--- src/rtl/intersect_frame_scheduler.sv ---
// intersect_frame_scheduler: issues one frame of raster-order pixels under credit flow control,
// holding a snapshot of block positions for the whole frame and flagging completion.
module intersect_frame_scheduler #(
    parameter int WIDTH      = 1280,
    parameter int HEIGHT     = 720,
    parameter int CREDITS    = 16,
    parameter int NUM_BLOCKS = 12
) (
    input  logic                         clk_in,
    input  logic                         rst_in,
    input  logic                         frame_start_in,
    input  logic [NUM_BLOCKS-1:0][11:0]  block_x_notfloat_in,
    input  logic [NUM_BLOCKS-1:0][11:0]  block_y_notfloat_in,
    input  logic [NUM_BLOCKS-1:0][13:0]  block_z_notfloat_in,
    input  logic                         result_valid_in,
    input  logic                         credit_return_in,
    output logic [10:0]                  x_out,
    output logic [9:0]                   y_out,
    output logic                         valid_out,
    output logic [NUM_BLOCKS-1:0][11:0]  block_x_out,
    output logic [NUM_BLOCKS-1:0][11:0]  block_y_out,
    output logic [NUM_BLOCKS-1:0][13:0]  block_z_out,
    output logic                         busy_out,
    output logic                         frame_done_out,
    output logic                         err_out
);
    localparam logic [10:0] X_LAST = 11'(WIDTH - 1);
    localparam logic [9:0]  Y_LAST = 10'(HEIGHT - 1);
    localparam logic [20:0] TOTAL  = 21'(WIDTH * HEIGHT);
    localparam logic [7:0]  CRED   = 8'(CREDITS);

    typedef enum logic [1:0] {IDLE, LATCH, ISSUE, DRAIN} state_t;

    state_t                        state_q;
    logic [10:0]                   px_q, x_q, cx;
    logic [9:0]                    py_q, y_q, cy;
    logic [7:0]                    credits_q, credits_d;
    logic [20:0]                   res_q, res_d;
    logic                          valid_q, busy_q, done_q, err_q;
    logic                          issue, last, res_en, err_now;
    logic [NUM_BLOCKS-1:0][11:0]   bx_q, by_q;
    logic [NUM_BLOCKS-1:0][13:0]   bz_q;

    // The edge leaving LATCH already issues (0,0), so the first pixel appears right after LATCH.
    always_comb begin
        cx        = state_q == LATCH ? '0 : px_q;
        cy        = state_q == LATCH ? '0 : py_q;
        issue     = (state_q == LATCH || state_q == ISSUE) && credits_q != 8'd0;
        last      = cx == X_LAST && cy == Y_LAST;
        credits_d = issue && !credit_return_in ? credits_q - 8'd1 :
                    !issue && credit_return_in && credits_q != CRED ? credits_q + 8'd1 : credits_q;
        res_en    = result_valid_in && (state_q == ISSUE || state_q == DRAIN);
        res_d     = state_q == LATCH ? '0 : res_q + 21'(res_en);
        err_now   = (credit_return_in && credits_q == CRED && !issue) ||
                    (result_valid_in && (state_q == IDLE || state_q == LATCH)) ||
                    (res_en && res_q == TOTAL);
    end

    always_ff @(posedge clk_in or negedge rst_in) begin
        if (!rst_in) begin
            state_q   <= IDLE;
            px_q      <= '0;
            py_q      <= '0;
            x_q       <= '0;
            y_q       <= '0;
            credits_q <= CRED;
            res_q     <= '0;
            valid_q   <= 1'b0;
            busy_q    <= 1'b0;
            done_q    <= 1'b0;
            err_q     <= 1'b0;
            bx_q      <= '0;
            by_q      <= '0;
            bz_q      <= '0;
        end else begin
            credits_q <= credits_d;
            res_q     <= res_d;
            err_q     <= err_q | err_now;
            valid_q   <= issue;
            done_q    <= 1'b0;
            if (issue) begin
                x_q  <= cx;
                y_q  <= cy;
                px_q <= cx == X_LAST ? 11'd0 : cx + 11'd1;
                py_q <= cx == X_LAST ? cy + 10'd1 : cy;
            end
            case (state_q)
                IDLE: if (frame_start_in) begin
                    state_q <= LATCH;
                    busy_q  <= 1'b1;
                end
                LATCH: begin
                    bx_q    <= block_x_notfloat_in;
                    by_q    <= block_y_notfloat_in;
                    bz_q    <= block_z_notfloat_in;
                    state_q <= issue && last ? DRAIN : ISSUE;
                    if (!issue) begin
                        px_q <= '0;
                        py_q <= '0;
                    end
                end
                ISSUE: if (issue && last) state_q <= DRAIN;
                DRAIN: if (res_d == TOTAL) begin
                    state_q <= IDLE;
                    busy_q  <= 1'b0;
                    done_q  <= 1'b1;
                end
                default: state_q <= IDLE;
            endcase
        end
    end

    assign x_out          = x_q;
    assign y_out          = y_q;
    assign valid_out      = valid_q;
    assign busy_out       = busy_q;
    assign frame_done_out = done_q;
    assign err_out        = err_q;
    assign block_x_out    = bx_q;
    assign block_y_out    = by_q;
    assign block_z_out    = bz_q;
endmodule

--- config.mk ---
export PLATFORM = sky130hd
export DESIGN_NAME = intersect_frame_scheduler
export DESIGN_NICKNAME = d
export VERILOG_FILES = /design/src/rtl/intersect_frame_scheduler.sv
export SDC_FILE = /design/constraint.sdc
export NUM_CORES = 1
export LEC_CHECK = 0
export ABC_AREA = 1
export CAP_MARGIN = 20
export CORE_AREA = 4 4 367 369
export DETAILED_ROUTE_END_ITERATION = 8
export DIE_AREA = 0 0 371 373
export PLACE_DENSITY_LB_ADDON = 0.25
export SYNTH_ARGS = -nofsm -noshare
export SYNTH_HDL_FRONTEND = slang
export SYNTH_SLANG_ARGS = --single-unit
--- constraint.sdc ---
create_clock -name clk_in -period 3.5 [get_ports clk_in]
set_clock_uncertainty 0.05 [all_clocks]
set_input_delay 0.525 -clock clk_in [delete_from_list [all_inputs] [get_ports clk_in]]
set_output_delay 0.525 -clock clk_in [all_outputs]
set_load 0.02 [all_outputs]
# --- After elaboration in Yosys (flattened, before gate mapping) ---
# Index checks and enable logic that the tools add are counted.
classes:
  n_eq_ne: 12
  n_addsub: 5
  reduce_logical: 24
  bitwise: 1
  n_mux: 23
op_table:
  columns: ["cell", "count"]
  rows:
  - ["11-bit 2-to-1 mux", 5]
  - ["10-bit 2-to-1 mux", 5]
  - ["21-bit by 20-bit == test with 1-bit output, second input constant", 2]
  - ["21-bit by 1-bit adder with 21-bit output", 1]
  - ["21-bit 2-to-1 mux", 1]
  - ["8-bit 2-to-1 mux", 2]
  - ["11-bit by 1-bit adder with 11-bit output, second input constant", 1]
  - ["11-bit == test, second input constant", 1]
  - ["1-bit logical AND", 11]
  - ["10-bit by 1-bit adder with 10-bit output, second input constant", 1]
  - ["10-bit == test, second input constant", 1]
  - ["8-bit by 1-bit adder with 8-bit output, second input constant", 1]
  - ["8-bit by 5-bit == test with 1-bit output, second input constant", 1]
  - ["8-bit by 5-bit != test with 1-bit output, second input constant", 1]
  - ["2-bit case mux with 4 select lines", 1]
  - ["8-bit nonzero test", 1]
  - ["8-bit by 1-bit subtractor with 8-bit output, second input constant", 1]
  - ["2-bit 2-to-1 mux", 3]
  - ["3-bit AND reduction", 2]
  - ["1-bit logical OR", 5]
  - ["1-bit 2-to-1 mux", 5]
  - ["2-bit == test, second input constant", 2]
  - ["2-bit by 1-bit != test with 1-bit output, second input constant", 2]
  - ["2-bit nonzero test", 2]
  - ["6 further kinds", 7]
totals:
  output_inout_bits: 481
  in_bits: 461
  register_bits: 533

# --- Logic depth before layout (Yosys ltp) ---
depth:
  depth_word: 8
  depth_mapped: 19
  ltp_nobuf: 19

# --- Worst setup path before layout ---
# Ideal clock, no wire load.
synth_path:
  path_type: "reg-to-reg"
  from: "reg state_q[0]"
  to: "reg credits_q[6]"
  path_stages_with_launch: 13
  slack_ps: 995
  t_arrival_ps: 2377
  period_less_slack_ps: 2505
  cell_sequence: "dfrtp_1 inv_1 ha_1 nand2_2 nor2_1 inv_1 fa_1 o21ai_0 nand2_1 a21oi_1 nor2_1 xor2_1 a21oi_1"
synth_between:
  elab_chain_cells: 7
synth_rtl:
  columns: ["item", "line", "source"]
  rows:
  - ["from (decl)", "34", "state_t state_q;"]
  - ["from (signal assigned)", "96", "state_q <= issue && last ? DRAIN : ISSUE;"]
  - ["2-bit by 1-bit == test with 1-bit output or 2-bit == test (tied branches)", "48", "issue = (state_q == LATCH || state_q == ISSUE) && credits_q != 8'd0;"]
  - ["1-bit logical OR (*)", "48", null]
  - ["1-bit logical AND (*)", "48", null]
  - ["1-bit logical NOT", null, null]
  - ["1-bit logical AND (2 in a row)", "51", "!issue && credit_return_in && credits_q != CRED ? credits_q + 8'd1 : credits_q;"]
  - ["2-bit nonzero test (no line)", null, null]
  - ["to (signal assigned)", "76", "credits_q <= credits_d;"]
  - ["to (decl)", "37", "logic [7:0] credits_q, credits_d;"]
# Every way passes the cells marked *; elsewhere a longest branch is shown, timed or not.
# A chain may end at the register's enable or synchronous reset.

# --- Worst setup path after layout ---
# Ends and elaborated chain as after synthesis.

==> metrics.cfg <==
[detailed_routing]
via_per_inst = 3.65
ant_nets = 0
drtPass1Iterations = 7
post-route-drc-count = 0
vias = 19135
wire_per_inst_um = 17.2
first_iter_violations = 1195
finalWirelength_um = 90300

[finish]
finish.instance_area_um2 = 35100
final_common_cell = nand2_1
nets = 3898
drive_above_1_share_pct = 5.18
fillers = 14318
syn2layout_area_growth_pct = 64.3
final_cell_mix = nand2_1, clkdlybuf4s50_1, dfrtp_1

[clock_network]
clock_latency_ns = 0.63
clkTransAtPathRegs_ns = 0.06
cts_resized = 0
clockBufferDepth = 3
numCtsBuffers = 70
cts_hold_buf = 1
cts_tree = built
cts_root_buf = clkbuf_16
htreeDepth = 3
post_cts_buffers = 0
clkSinkCount = 533

[placement]
dpl_cell_area_um2 = 32900
gp_congestion = 0.821
post-place-ws_ns = 0.526
dp_hpwl_um = 67300
io_buffer_count = 941

[outcome]
status = finished clean

[timing]
period_share_pct = 81.7
timing.fmax_mhz = 350
min_period_ns = 2.86
worstMarginPinSlew_ns = 1.03
setup_tns_ns = 0
maxSlewHeadroom_pct = 31.5
holdWs_ns = 0.376
rsz0062_at_grt = false
setup_violations = 0
setup_ws_ns = 0.642
hold_viol = 0
maxSlewViolCount = 0

[grt]
grt_first_pass_wirelength_um = 133000
grt_max_degree = 183
gr-usage-all-layers_pct = 12.7
grt_pass1_vias = 19584
antenna_found_initial = 14
grt_overflow = 0

[critical_path]
startpoint = state_q[0]
crit_fanout = 8
worstSetupPathType = flop to flop
arrival_ns = 3.36
cp.required_ns = 4.00
reg2reg_from = state_q[0]
cp-start-kind = flop
cp-end-kind = flop

[yosys]
synth_nets = 2962
async_flop_share_pct = 100
synthCells = 2486
synth_edf_count = 0
netlist_area_um2 = 21400
synth-seq-area-share_pct = 62.4
synthFlopType = dfrtp_1
avgSynthCellArea_um2 = 8.59
netlist-cell-type-count = 41
ys_warn_count = 0
ys_seq_elements = 533

[floorplanning]
num_rows = 133
start_util_pct = 16.3
die-width_um = 371
die_area_um2 = 138000
ios = 942
die_h_um = 373
core_area_um2 = 131000

[power_and_ir_drop]
irDropWorstVdd_mv = 0.557
power_density_nw_per_um2 = 965
power.leakage_uw = 0.0167

[run]
cap_violations = 0

[hold_path]
hp-start = block_z_notfloat_in[3]
hp-class = input pin to flop

[synthesized netlist by cell type, types with 2 or more instances]
library cell  count  area share [%]
nor4_1            5            0.15
dfrtp_1         532              62
o21bai_1          4            0.14
inv_1            84             1.5
buf_1            10            0.18
nand3_2           3            0.14
xnor2_1           3            0.12
nor2_8            2            0.19
inv_2             3           0.053
nor3_1           11            0.26
clkbuf_1         53            0.93
nand3_1          40            0.94
a21oi_1          14            0.33
nand4_1          14            0.41
nand2_1        1503              26
nor2_4            7            0.37
nand2_2          12            0.35
nor2_1           54            0.95
or2_2             3           0.088
o21ai_1           2           0.047
nand2_4           2            0.11
o21ai_0          26            0.61
buf_2            48             1.1
nor3_2            3            0.14
nor2_2            4            0.12
buf_4             2           0.070
ha_1             14            0.82
xor2_1           14            0.57
a21oi_2           2           0.082
[worst paths after layout]
path | end | slack [ns] | depth (start not counted)
worst max-delay path | credits_q[6] | 0.64 | 12
worst min-delay path | block_z_out[3] | 0.38 | 3
worst max register to register | credits_q[6] | 0.64 | 12
worst min register to register | block_z_out[157] | 0.41 | 2
max in group asynchronous | block_x_out[104] | 1.92 | 4
min in group asynchronous | block_x_out[34] | 0.51 | 2
[metrics by stage]
stage	util, %	total power, µW	instances
floorplan	-	18800	2486
global placement	25.1	27400	5104
detailed placement	25.1	27400	5104
CTS	26.8	34600	5230
global route	26.8	36300	5240
finish	26.8	33900	5241
[registers in the layout, summed over array words and instances (netlist names)]
name,flops
block_x_out,144
py_q,10
frame_done_out,1
state_q,2
busy_out,1
res_q,21
credits_q,8
valid_out,1
block_z_out,168
y_out,10
px_q,11
block_y_out,144
x_out,11
err_out,1
[worst max-delay path: stages, from the launching register on]
cell and delay, ns:
dfrtp_1 0.45, inv_1 0.09, ha_1 0.33, nand2_2 0.07, nor2_1 0.43, inv_1 0.15
fa_1 0.43, o21ai_0 0.23, nand2_1 0.11, a21oi_1 0.14, nor2_1 0.06, xor2_1 0.13
a21oi_1 0.12
[cell type report]
cell class	count	area, µm²	share of cell area (%)
antenna	11	27.5	0.0784
clock buffer	108	2020	5.77
clock inverter	17	118	0.335
inverter	89	350	0.998
multi-input combinational	1751	7210	20.5
sequential	533	13300	38.0
tap	1755	2200	6.25
timing repair buffer	977	9850	28.0
[metal layers]
layer  global-route usage (%)  part of all wire, %
met5                        0                0.030
met1                     14.2                   39
met4                     4.85                  2.8
met3                     4.73                  8.8
met2                     21.8                   50
[report_power, final]
part           leakage, µW  total [µW]  internal (µW)  switching, µW
Combinational      0.00896       16600           6730           9860
Sequential         0.00664       10500           8950           1510
Clock              0.00105        6830           3990           2840
Total               0.0167       33900          19700          14200
[logic make-up after synthesis]
logic type | synth area share, %
flip-flops | 62.4
XOR/XNOR | 0.697
buffers and inverters | 3.87
AO/OA/AOI/OAI | 1.42
AND/OR/NAND/NOR | 30.7
adder cells (fa/ha/maj) | 0.914
No activity file was read; power rests on OpenSTA's default activity.
